<file path="config.mk">
export PLATFORM = sky130hd
export DESIGN_NAME = sonic_rx_dma_fetch
export DESIGN_NICKNAME = d
export VERILOG_FILES = /design/src/rtl/sonic_rx_dma_fetch.sv
export SDC_FILE = /design/constraint.sdc
export NUM_CORES = 1
export LEC_CHECK = 0
export ABC_CLOCK_PERIOD_IN_PS = 14500
export BUFFER_PORTS_ARGS = -buffer_cell sky130_fd_sc_hd__buf_2
export CAP_MARGIN = 20
export CORE_AREA = 2 2 212 370
export DETAILED_ROUTE_END_ITERATION = 7
export DIE_AREA = 0 0 214 372
export PLACE_DENSITY = 0.79
export SLEW_MARGIN = 20
export SYNTH_ARGS = -nofsm -noshare
export SYNTH_HDL_FRONTEND = slang
export SYNTH_SLANG_ARGS = --single-unit
</file>
<file path="constraint.sdc">
create_clock -name clk_in -period 14.5 [get_ports clk_in]
set_clock_uncertainty 0.2 [all_clocks]
set_input_delay 1.45 -clock clk_in [delete_from_list [all_inputs] [get_ports clk_in]]
set_output_delay 1.45 -clock clk_in [all_outputs]
set_load 0.005 [all_outputs]
</file>
<file path="src/rtl/sonic_rx_dma_fetch.sv">
// Read-side DMA block fetcher for the SFP rx ring: waits for a full block, reads it as owords
// and streams it out with sop/eop framing. Optional SONIC_RX_FETCH_OVERRUN_EN enables the lap flag.
//
// state   | meaning
// S_IDLE  | waiting for a full block in the ring (or disabled)
// S_FETCH | issuing oword reads for the current block, credit-limited by the skid FIFO
module sonic_rx_dma_fetch #(
  parameter int USED_QWORDS_WIDTH = 16,
  parameter int RD_LATENCY        = 2,
  parameter int FIFO_DEPTH        = 8
) (
  input  logic                           clk_in,
  input  logic                           rstn,
  input  logic                           enable_sfp,
  input  logic [USED_QWORDS_WIDTH-1:0]   rx_ring_wptr,
  input  logic [31:0]                    rx_block_size,
  output logic                           rd_req,
  output logic [USED_QWORDS_WIDTH-2:0]   rd_address_owords,
  input  logic [127:0]                   rd_data,
  output logic                           dout_valid,
  input  logic                           dout_ready,
  output logic [127:0]                   dout_data,
  output logic                           dout_sop,
  output logic                           dout_eop,
  output logic [USED_QWORDS_WIDTH-1:0]   rx_ring_rptr,
  output logic [31:0]                    blocks_done,
  output logic                           overrun
);
  localparam int W  = USED_QWORDS_WIDTH;
  localparam int AW = $clog2(FIFO_DEPTH);
  localparam int CW = AW + 2;

  typedef enum logic {S_IDLE, S_FETCH} state_t;

  state_t                r_state;
  logic [W-2:0]          r_issue_ow;
  logic [W-1:0]          r_remaining;
  logic                  r_first;
  logic [RD_LATENCY-1:0] r_sr_v, r_sr_sop, r_sr_eop;
  logic [129:0]          r_mem [FIFO_DEPTH];
  logic [AW-1:0]         r_wr_ptr, r_rd_ptr;
  logic [AW:0]           r_fifo_cnt, r_inflight;
  logic [W-1:0]          r_rptr;
  logic [31:0]           r_blocks;

  logic [W-1:0]          w_bs_ow;
  logic [W-1:0]          w_avail;
  logic                  w_start, w_credit, w_issue, w_ret, w_pop;
  logic [129:0]          w_head;
  logic                  w_unused_bits;

  assign w_bs_ow       = rx_block_size[W:1];
  assign w_unused_bits = ^{rx_block_size[31:W+1], rx_block_size[0]};
  assign w_avail       = rx_ring_wptr - {r_issue_ow, 1'b0};
  assign w_start       = enable_sfp && (w_bs_ow != '0) && ({1'b0, w_avail} >= {w_bs_ow, 1'b0});
  // Credit counts every oword that could still land in the FIFO, so returns never overflow it.
  assign w_credit      = ({1'b0, r_inflight} + {1'b0, r_fifo_cnt}) < CW'(FIFO_DEPTH);
  assign w_issue       = enable_sfp && (r_state == S_FETCH) && w_credit;
  assign w_ret         = r_sr_v[RD_LATENCY-1];
  assign w_pop         = dout_valid && dout_ready;
  assign w_head        = r_mem[r_rd_ptr];

  assign rd_req            = w_issue;
  assign rd_address_owords = r_issue_ow;
  assign dout_valid        = (r_fifo_cnt != '0);
  assign dout_data         = dout_valid ? w_head[127:0] : '0;
  assign dout_sop          = dout_valid & w_head[129];
  assign dout_eop          = dout_valid & w_head[128];
  assign rx_ring_rptr      = r_rptr;
  assign blocks_done       = r_blocks;

  always_ff @(posedge clk_in or negedge rstn) begin
    if (!rstn) begin
      r_state     <= S_IDLE;
      r_issue_ow  <= '0;
      r_remaining <= '0;
      r_first     <= 1'b0;
    end else if (!enable_sfp) begin
      r_state     <= S_IDLE;
      r_issue_ow  <= '0;
      r_remaining <= '0;
      r_first     <= 1'b0;
    end else begin
      case (r_state)
        S_IDLE: begin
          if (w_start) begin
            r_state     <= S_FETCH;
            r_remaining <= w_bs_ow;
            r_first     <= 1'b1;
          end
        end
        S_FETCH: begin
          if (w_issue) begin
            r_issue_ow  <= r_issue_ow + 1'b1;
            r_remaining <= r_remaining - 1'b1;
            r_first     <= 1'b0;
            if (r_remaining == W'(1)) r_state <= S_IDLE;
          end
        end
        default: r_state <= S_IDLE;
      endcase
    end
  end

  // Return tags ride a shift register aligned with the ring's read latency.
  always_ff @(posedge clk_in or negedge rstn) begin
    if (!rstn) begin
      r_sr_v     <= '0;
      r_sr_sop   <= '0;
      r_sr_eop   <= '0;
      r_wr_ptr   <= '0;
      r_rd_ptr   <= '0;
      r_fifo_cnt <= '0;
      r_inflight <= '0;
    end else if (!enable_sfp) begin
      r_sr_v     <= '0;
      r_sr_sop   <= '0;
      r_sr_eop   <= '0;
      r_wr_ptr   <= '0;
      r_rd_ptr   <= '0;
      r_fifo_cnt <= '0;
      r_inflight <= '0;
    end else begin
      r_sr_v[0]   <= w_issue;
      r_sr_sop[0] <= w_issue & r_first;
      r_sr_eop[0] <= w_issue & (r_remaining == W'(1));
      for (int i = 1; i < RD_LATENCY; i++) begin
        r_sr_v[i]   <= r_sr_v[i-1];
        r_sr_sop[i] <= r_sr_sop[i-1];
        r_sr_eop[i] <= r_sr_eop[i-1];
      end
      if (w_ret) r_wr_ptr <= r_wr_ptr + 1'b1;
      if (w_pop) r_rd_ptr <= r_rd_ptr + 1'b1;
      case ({w_ret, w_pop})
        2'b10:   r_fifo_cnt <= r_fifo_cnt + 1'b1;
        2'b01:   r_fifo_cnt <= r_fifo_cnt - 1'b1;
        default: r_fifo_cnt <= r_fifo_cnt;
      endcase
      case ({w_issue, w_ret})
        2'b10:   r_inflight <= r_inflight + 1'b1;
        2'b01:   r_inflight <= r_inflight - 1'b1;
        default: r_inflight <= r_inflight;
      endcase
    end
  end

  always_ff @(posedge clk_in) begin
    if (w_ret) r_mem[r_wr_ptr] <= {r_sr_sop[RD_LATENCY-1], r_sr_eop[RD_LATENCY-1], rd_data};
  end

  always_ff @(posedge clk_in or negedge rstn) begin
    if (!rstn) begin
      r_rptr   <= '0;
      r_blocks <= '0;
    end else begin
      if (!enable_sfp)  r_rptr <= '0;
      else if (w_pop)   r_rptr <= r_rptr + W'(2);
      if (w_pop && dout_eop) r_blocks <= r_blocks + 32'd1;
    end
  end

`ifdef SONIC_RX_FETCH_OVERRUN_EN
  localparam logic [W-1:0] LAP_LIM = {{(W-1){1'b1}}, 1'b0};
  logic         r_overrun;
  logic [W-1:0] w_lag;

  assign w_lag   = rx_ring_wptr - r_rptr;
  assign overrun = r_overrun;

  always_ff @(posedge clk_in or negedge rstn) begin
    if (!rstn)                r_overrun <= 1'b0;
    else if (!enable_sfp)     r_overrun <= 1'b0;
    else if (w_lag >= LAP_LIM) r_overrun <= 1'b1;
  end
`else
  assign overrun = 1'b0;
`endif

endmodule

</file>
After elaboration in Yosys (flattened, before gate mapping). Memories as Yosys holds them, arrays and structs flattened. Index checks and enable logic that the tools add are counted.

ROM bits: 0. Flip-flop bits (word level): 101. Word-level logic and storage cells: 88. Memories kept: 1. Input bits: 180. Latch bits: 0. Memory bits (writable): 1040. Output and inout port bits: 196.

Memory list: r_mem (words 8, bits a word 130, rd ports 1, clocked after memory_dff 0, wr ports 1, line 40) `logic [129:0] r_mem [FIFO_DEPTH];`.

Reductions and logical operators: 10. Multipliers: 0. Eq/ne operators: 13. Muxes and demuxes: 32. Add/subtract/negate cells: 12. Bitwise gates (word level): 5. $lt $le $gt $ge: 2. Div/mod/pow operators: 0. Shift operators: 0.

Operators by type and width (count): $mux W128 (1); $mux W16 (5); $mux W15 (3); $add A32 B1 Y32 const B (1); $pmux W16 S2 (1); $ge A16 B17 Y1 (1); $add A16 B2 Y16 const B (1); $eq A16 B1 Y1 const B (1); $pmux W4 S2 (2); $reduce_bool A16 Y1 (1); $sub A16 B1 Y16 const B (1); $sub A16 B16 Y16 (1); $add A15 B1 Y15 const B (1); $mux W3 (4); $mux W1 (9); $add A4 B1 Y4 const B (2); $mux W4 (2); $ne A2 B1 Y1 const B (4); $sub A4 B1 Y4 const B (2); $add A3 B1 Y3 const B (2); $logic_and A1 B1 Y1 (6); $mux W2 (3); $ne A3 B1 Y1 const B (2); $add A4 B4 Y5 (1); other kinds (10) (17).

Logic depth before layout (Yosys ltp). Gate-level depths: netlist (run 1).

Word-level depth: 6. Mapped depth: 16.

Least setup slack after synthesis (run 1). No wires, ideal clock.

Kind: register to register. Start point: register r_sr_v[1]. End point: memory r_mem[0][0] (enable). Setup slack: 3.984 ns. Data required time: 13.522 ns. Cell stages (with the launch flop): 4. Data arrival time: 9.538 ns. Setup time: 0.778 ns. Cells stage by stage: dfrtp_1 -> clkbuf_1 -> nand2b_1 -> nor3_1.

Word-level cells in the longest chain between the ends: 2.

RTL lines: start: declaration (line 39) `logic [RD_LATENCY-1:0] r_sr_v, r_sr_sop, r_sr_eop;`; start signal: indexed assignment (line 128) `r_sr_v[i] <= r_sr_v[i-1];`; $mux W1 (line 148) `if (w_ret) r_mem[r_wr_ptr] <= {r_sr_sop[RD_LATENCY-1], r_sr_eop[RD_LATENCY-1], rd_data};`; $mux W1 (implied by the code) (line 148); end: declaration (line 40).

Every way passes these cells.

Worst setup path after layout (run 1).
Start point: register r_rd_ptr[0]. End point: output dout_data[16].

Word-level cells in the longest chain between the ends: 2.

RTL lines: start: declaration (line 41) `logic [AW-1:0] r_wr_ptr, r_rd_ptr;`; start signal: assignment (line 133) `if (w_pop) r_rd_ptr <= r_rd_ptr + 1'b1;`; $mem_v2 Z8 W130; $mux W128 (line 66) `assign dout_data = dout_valid ? w_head[127:0] : '0;`; end: declaration (line 22) `output logic [127:0] dout_data,`.

Every way passes these cells.

==> results of run 1 <==
[cell usage after synthesis, types with 14 or more instances]
master / n
a21oi_1: 25
and2_1: 39
and3_1: 14
buf_1: 23
buf_2: 27
clkbuf_1: 51
dfrtp_1: 100
edfxtp_1: 1040
ha_1: 43
inv_1: 45
mux2i_1: 138
mux4_2: 260
nand2_1: 57
nand2b_1: 14
nand3_1: 27
nand4_1: 25
nor2_1: 175
nor3_1: 21
o21ai_0: 14
xnor2_1: 60
xor2_1: 16
[registers in the layout, summed over array words and instances (netlist names)]
name,count
rx_ring_rptr,15
r_sr_eop,2
r_first,1
r_sr_sop,2
r_inflight,4
rd_address_owords,15
r_rd_ptr,3
r_remaining,16
blocks_done,32
r_mem,1040
r_fifo_cnt,4
r_wr_ptr,3
r_sr_v,2
r_state,1
[metal layers]
metal	global-route usage (%)	routed length, um	share of wire, %
met5	0	139	0.14
met4	9.79	2860	2.8
met3	5.65	7050	7.0
met2	44.8	52700	53
met1	31.2	37500	37
[power groups by stage]
stage	clock (mW)	combinational [mW]	sequential [mW]
2_1_floorplan	0	0.853	3.73
6_report	2.65	1.37	3.69
3_5_place_dp	0	1.39	3.76
5_1_grt	2.80	1.49	3.69
3_3_place_gp	0	1.36	3.75
4_1_cts	2.69	1.40	3.69
[layout make-up]
class | count | area, um^2 | area share, %
inverters | 46 | 173 | 0.333
flip-flops and latches | 1140 | 33700 | 65.0
clock inverters | 60 | 633 | 1.22
diodes | 10 | 25.0 | 0.0482
well taps | 1027 | 1280 | 2.48
multi-input cells | 1035 | 11300 | 21.8
clock buffers | 121 | 2610 | 5.04
repair buffers | 395 | 2090 | 4.02
[cell families (layout without fill, tap and decap cells)]
| family | after synthesis | after routing | share of synthesized area [%] |
|---|---|---|---|
| muxes | 400 | 400 | 15.9 |
| xor gates and xnor gates | 76 | 76 | 1.46 |
| adders and majority gates | 46 | 46 | 1.31 |
| AOI/OAI and AO/OA | 107 | 107 | 1.68 |
| buffers and inverters | 154 | 622 | 1.43 |
| DFF | 1140 | 1140 | 73.9 |
| other | 1 | 12 | 0.00822 |
| and+or+nand+nor | 404 | 404 | 4.29 |
[final timing paths]
check / from / endpoint / slack (ns)
min in group asynchronous: rstn / blocks_done[1] / 0.49
setup / recovery: r_rd_ptr[0] / dout_data[16] / 8.25
hold / removal: r_sr_v[0] / r_sr_v[1] / 0.28
hold reg to reg: r_sr_v[0] / r_sr_v[1] / 0.28
max in group asynchronous: rstn / r_rd_ptr[0] / 12.28
setup reg to reg: rd_address_owords[0] / r_remaining[4] / 9.54
[cells in the final DEF (no fill, tap or decap), types with 9 or more instances in the layout]
master     synthesis  layout
a221o_1            9       9
diode_2            0      10
o21ai_0           14      14
xnor2_1           60      60
nand2b_1          14      14
nand3_1           27      27
inv_1             45      45
mux2i_1          138     138
mux4_2           260     260
nor2b_1            9       9
edfxtp_1        1040    1040
and3_1            14      14
and2_1            39      39
nand4_1           25      25
buf_4              3      38
dfrtp_1          100      97
clkbuf_1          51      19
buf_2             27     356
ha_1              43      43
clkinv_2           0      17
clkbuf_16          0     101
clkinv_1           0      19
nand2_1           57      57
bufinv_16          0      13
a21oi_1           25      25
xor2_1            16      16
nor2_1           175     169
nor3_1            21      19
[worst reg2reg max path, delay by kind of cell (launching register included)]
| family | cells | cell delay (ns) |
|---|---|---|
| compound gates | 5 | 1.82 |
| flops | 1 | 0.51 |
| fa+ha+maj | 3 | 0.67 |
| simple gates | 7 | 1.63 |
[per-stage QoR]
stage               instance area [um^2]  total power [mW]  worst slack [ns]  std cells
floorplan                          45600              4.58              3.98       2329
global placement                   48600              5.12              8.65       3643
global route                       51900              7.99              7.76       3831
CTS                                51900              7.78              8.01       3824
detailed placement                 48600              5.14              8.58       3643
finish                             51900              7.71              8.25       3834
==> qor.txt, run 1 <==
====================================================================================================
WHS Path Cells                                                                                     1
Core Area                                                                                 76900 um^2
Number of setup violations in the final report                                                     0
Portion of the clock cycle consumed by the worst path in the final layout                      43.1%
Post-cts repair resize count                                                                       0
CP max stage delay                                                                           0.98 ns
Global-route wire length before repair                                                     151000 um
Detail Route Antenna Nets                                                                          0
Die footprint                                                                             79600 um^2
Worst Path Arrival                                                                           4.60 ns
Pin count of the biggest net entering global routing                                             167
Leakage power figure                                                                         17.5 nW
I/O pin count                                                                                    376
Row count                                                                                        135
Grt total ovfl                                                                                     0
Master of the slowest instance on the critical path                                          dfrtp_4
Unique cell type count in the Yosys netlist                                                       66
Syn-to-layout area delta                                                                       13.7%
Filler cells                                                                                    4825
Cell-by-cell listing of the critical path                                               buf_4 > buf_4 > mux4_2 > mux2i_1 > nor2_1 > buf_2
Syn Std Cell Area                                                                         45600 um^2
Kind of path behind the tightest hold check                                             register to register
Cell type group with the largest total delay on the critical path                       buffers and inverters
Layout net count                                                                                2940
Kind of end point of the critical path                                                   output port
Final HPWL from detailed placement                                                          56700 um
Initial DRT Pass Iterations                                                                        8
Number of flip-flops and latches in the synthesized netlist                                     1140
All-layer global routing usage                                                                 25.5%
Register area share after synthesis                                                            73.9%
Share of flip-flops with an asynchronous set or reset                                          8.77%
Fraction of final layout cells with drive strength greater than 1                              29.5%
Dominant register cell in the synthesized netlist                                           edfxtp_1
Number of cells on the critical path                                                               6
RSZ-0062 raised after global routing                                                           false
Relative slew margins                                                                          23.6%
Initial standard-cell utilization of the core                                                  59.4%
Cell taking the most area after synthesis                                                   edfxtp_1
Sinks on the clock net                                                                          1140
DIE WIDTH                                                                                     214 um
Cell at the root of the clock tree                                                         clkbuf_16
Critical path fanouts, max                                                                        50
Die Ht                                                                                        372 um
Part of the total power dissipated in sequential elements                                      47.8%
Clock-pin slew reported for the worst setup and hold paths after clock tree synthesis        0.07 ns
Average routed wire per standard cell                                                        26.2 um
Type of origin of the critical path                                                         register
Cts bufs inserted                                                                                 96
Worst slew pin tran                                                                          1.15 ns
Proportion of total power due to net switching                                                 25.7%
Insertion delay to the later sink of the worst-skew pair                                     0.69 ns
Maximum clock path buffer count                                                                    3
Number of buffers inserted for hold repair after clock tree synthesis                              0
Routed via count                                                                               23457
Number of enable flip-flop cells after synthesis                                                1040
DRC violations left                                                                                0
Number of global-route vias before repair                                                      24894
Most prevalent standard cell on the critical path                                              buf_4
Worst path bufs/invs                                                                               3
Count of max-cap constraint violations                                                             0
Hold violation count in the final report                                                           0
Maximum vdd ir drop                                                                         0.212 mV
Syn Area/Cell                                                                              19.6 um^2
Worst endpoint required time                                                                12.85 ns
Initial detailed-routing violation count                                                        1873
GP Congestion                                                                                  0.907
CTS tree                                                                                        done
Fin Setup TNS                                                                                   0 ns
Clock group share of total power                                                               34.4%
Number of pins with negative max-slew slack in the final report                                    0
Initial antenna violation count                                                                   21
Worst hold slack                                                                            0.279 ns
Total power density per cell area                                                        149 nW/um^2
Final Core Density                                                                             67.5%
Category of the most critical setup path                                                register to output port
Net switching power of the design                                                            1.98 mW
Share of Yosys cell area claimed by the top area cell type                                     68.4%
Internal Pwr Total                                                                           5.73 mW
Number of cells on the worst reg-to-reg path                                                      15
Comb pwr share                                                                                 17.8%
Via density                                                                                     6.12
Synthesis Warnings                                                                                 0
Maximum achievable frequency                                                               0.160 GHz
Status                                                                                     completed
Detailed-route wire length                                                                 100000 um
Buffers added on ports                                                                           357
Depth of the CTS H-tree                                                                            3
Number of buffers inserted to repair setup after CTS                                               0
Final critical path time including I/O delays and setup                                      6.25 ns
Cell count after synthesis                                                                      2328
Leading post-synthesis cells by cell area                                               edfxtp_1, mux4_2, dfrtp_1, mux2i_1, nor2_1
====================================================================================================
(Power assumes the default switching activity.)
==> run 2, diff against run 1 <==
- ABC_CLOCK_PERIOD_IN_PS: 14500 -> 6400
- clock period: 14.5 -> 6.4 ns (I/O delays scaled with it)
==> run 2 against run 1 <==
Sequential power up 130%. Hold slack worse by 0.17 ns. Sequential cell count unchanged. Clock-buffer cell count down 15. Final area up 2.7%. Non-clock buffer count up 128. First-iteration DRC count up 1.8%. Routed wire length up 3.8%. Global-route usage up 0.96 points. Utilization up 1.8 points. Critical path type is now register to register. Largest power group unchanged.
==> qor.txt, run 2 (same netlist as run 1, synthesis figures left out) <==
====================================================================================================
Worst slew pin tran                                                                          1.01 ns   -0.137 ns
Sinks on the clock net                                                                          1140   unchanged
Number of cells on the critical path                                                              15   +9
CP startpoint                                                                           rd_address_owords[2]
Leakage power figure                                                                         18.1 nW   +3.2%
DRC violations left                                                                                0   unchanged
Part of the total power dissipated in sequential elements                                      47.5%   -0.3 points
Count of max-cap constraint violations                                                             0   unchanged
RSZ-0062 raised after global routing                                                           false
Cell-by-cell listing of the critical path                                               inv_1 > ha_1 > nor2b_1 > o31ai_2 > nand2_1 > a221o_1 > or4b_1 > nand3_1 > ha_1 > nand3_1 > nor3_1 > o311ai_2 > a31oi_2 > nor2_2 > a221o_1
Die footprint                                                                             79600 um^2   unchanged
Die Ht                                                                                        372 um   unchanged
Worst path bufs/invs                                                                               1   -2
Worst Path Arrival                                                                           5.26 ns   +0.66 ns
Final HPWL from detailed placement                                                          57700 um   +1.8%
Initial standard-cell utilization of the core                                                  59.4%   unchanged
Reg-to-Reg Start                                                                        rd_address_owords[2]
Initial detailed-routing violation count                                                        1907   +1.8%
Total power density per cell area                                                        330 nW/um^2   +120%
Detailed-route wire length                                                                 104000 um   +3.8%
Fraction of final layout cells with drive strength greater than 1                              28.7%   -0.77 points
Critical path fanouts, max                                                                         9   -82%
Average routed wire per standard cell                                                        26.3 um   +0.45%
Clock-pin slew reported for the worst setup and hold paths after clock tree synthesis        0.07 ns   about the same
Syn-to-layout area delta                                                                       16.7%
DIE WIDTH                                                                                     214 um   unchanged
Detail Route Antenna Nets                                                                          0   unchanged
Core Area                                                                                 76900 um^2   unchanged
Worst slack at placement                                                                     1.34 ns   -7.24 ns
Maximum achievable frequency                                                               0.205 GHz
Relative slew margins                                                                          32.5%   +8.9 points
Internal Pwr Total                                                                           12.9 mW   +120%
GP Congestion                                                                                  0.906   -0.20%
Worst endpoint required time                                                                 6.78 ns   -6.07 ns
Cell type group with the largest total delay on the critical path                       compound AO/OA/AOI/OAI gates
Insertion delay to the later sink of the worst-skew pair                                     0.72 ns   +0.03 ns
Global-route wire length before repair                                                     157000 um   +4.5%
Row count                                                                                        135   unchanged
CTS tree                                                                                        done
Maximum clock path buffer count                                                                    3   unchanged
Cts bufs inserted                                                                                 97   +1.0%
Most common cell after layout, fill and taps aside                                          edfxtp_1
Via density                                                                                     6.11   -0.17%
Routed via count                                                                               24193   +3.1%
All-layer global routing usage                                                                 26.5%   +0.96 points
Number of global-route vias before repair                                                      26093   +4.8%
Pin count of the biggest net entering global routing                                             109   -35%
Register with the most flip-flops                                                              r_mem
Initial antenna violation count                                                                    6   -71%
Type of origin of the critical path                                                         register
Layout net count                                                                                3069   +4.4%
Number of setup violations in the final report                                                     0   unchanged
Comb pwr share                                                                                 18.3%   +0.5 points
Hold violation count in the final report                                                           0   unchanged
Kind of path behind the tightest hold check                                             input port to register
Number of buffers inserted to repair setup after CTS                                               0   unchanged
Number of pins with negative max-slew slack in the final report                                    0   unchanged
Status                                                                                     completed
Initial DRT Pass Iterations                                                                        5   -3
Kind of end point of the critical path                                                      register
Proportion of total power due to net switching                                                 26.7%   +1.0 points
Portion of the clock cycle consumed by the worst path in the final layout                      76.2%
Overall power of the completed layout                                                        17.6 mW   +130%
Category of the most critical setup path                                                register to register
CP max stage delay                                                                           0.53 ns   -0.45 ns
Master of the slowest instance on the critical path                                           or4b_1
I/O pin count                                                                                    376   unchanged
Cell at the root of the clock tree                                                         clkbuf_16
Final critical path time including I/O delays and setup                                      4.88 ns
Worst-case register-to-register setup slack                                                  1.52 ns   -8.02 ns
Grt total ovfl                                                                                     0   unchanged
Commonest cells after routing, fill and taps aside                                      edfxtp_1, buf_2, mux4_2, nor2_1, mux2i_1
Depth of the CTS H-tree                                                                            3   unchanged
WHS Path Cells                                                                                     2   +1
Number of cells on the worst reg-to-reg path                                                      15   unchanged
Final worst setup slack                                                                      1.52 ns   -6.72 ns
Net switching power of the design                                                            4.69 mW   +140%
Capture instance of the worst register-to-register path                                 r_remaining[7]
Maximum vdd ir drop                                                                         0.363 mV   +71%
Clock group share of total power                                                               34.1%   -0.3 points
End of the critical path                                                                r_remaining[7]
Buffers added on ports                                                                           357   unchanged
Number of flip-flops under the largest register name                                            1040   unchanged
====================================================================================================
[run 2: changes by cell type in the layout (fill, tap and decap cells not counted), moves of 4 or more]
| cell | before | now |
|---|---|---|
| buf_12 | 1 | 6 |
| buf_4 | 38 | 32 |
| clkbuf_1 | 19 | 6 |
| clkinv_16 | 0 | 4 |
| clkinv_2 | 17 | 28 |
| clkinvlp_4 | 5 | 9 |
| diode_2 | 10 | 6 |
| dlygate4sd3_1 | 0 | 129 |
[run 2: worst min-delay path by stage]
stage | slack, ns | startpoint | to
finish | 0.11 | rx_block_size[3] | r_remaining[2]
global route | 0.09 | rx_block_size[3] | r_remaining[2]
CTS | 0.06 | rx_block_size[3] | r_remaining[2]
detailed placement | 0.25 | r_sr_v[0] | r_sr_v[1]
global placement | 0.25 | blocks_done[31] | blocks_done[31]
floorplan | 0.14 | rstn | blocks_done[0]
[run 2: final cells by class]
type | count | area (um^2)
Sequential cell | 1140 | 33700
Fill cell | 4735 | 23600
Multi-Input combinational cell | 1035 | 11300
Timing Repair Buffer | 523 | 3430
Clock buffer | 106 | 2490
Tap cell | 1027 | 1280
Clock inverter | 78 | 798
Inverter | 46 | 173
Antenna cell | 6 | 15.0
[run 2: stage by stage]
stage               hold WS, ns  setup TNS [ns]  cells  util (%)  area, um^2
floorplan                 0.144         -435.32   2329         -       45700
global placement          0.251               0   3642      63.3       48700
detailed placement        0.253               0   3642      63.3       48700
CTS                      0.0635               0   3955      69.3       53300
global route             0.0939               0   3959      69.3       53300
finish                    0.111               0   3961      69.3       53300
[run 2: metal layers]
metal / global-route usage, % / wire length (um) / vias up
met5: 0 / 22 / -
met4: 10.0 / 2730 / 4
met3: 4.91 / 7010 / 181
met2: 47.3 / 55700 / 1064
met1: 32.3 / 38700 / 12591
li1: - / - / 10353
[run 2: power by group through the flow]
stage,Combinational [mW],Clock (mW),Sequential [mW]
final,3.22,6.00,8.36
after detailed placement,3.15,0,8.52
after global routing,3.49,6.36,8.37
after global placement,3.10,0,8.51
after CTS,3.25,6.09,8.36
after floorplan,1.93,0,8.44
[run 2: what timing repair did]
item / in CTS / in global routing
endpoints found under the hold margin: 1056 / 0
gates resized for setup: 0 / 0
hold buffers: 129 / 0
setup endpoints to repair: 0 / 0
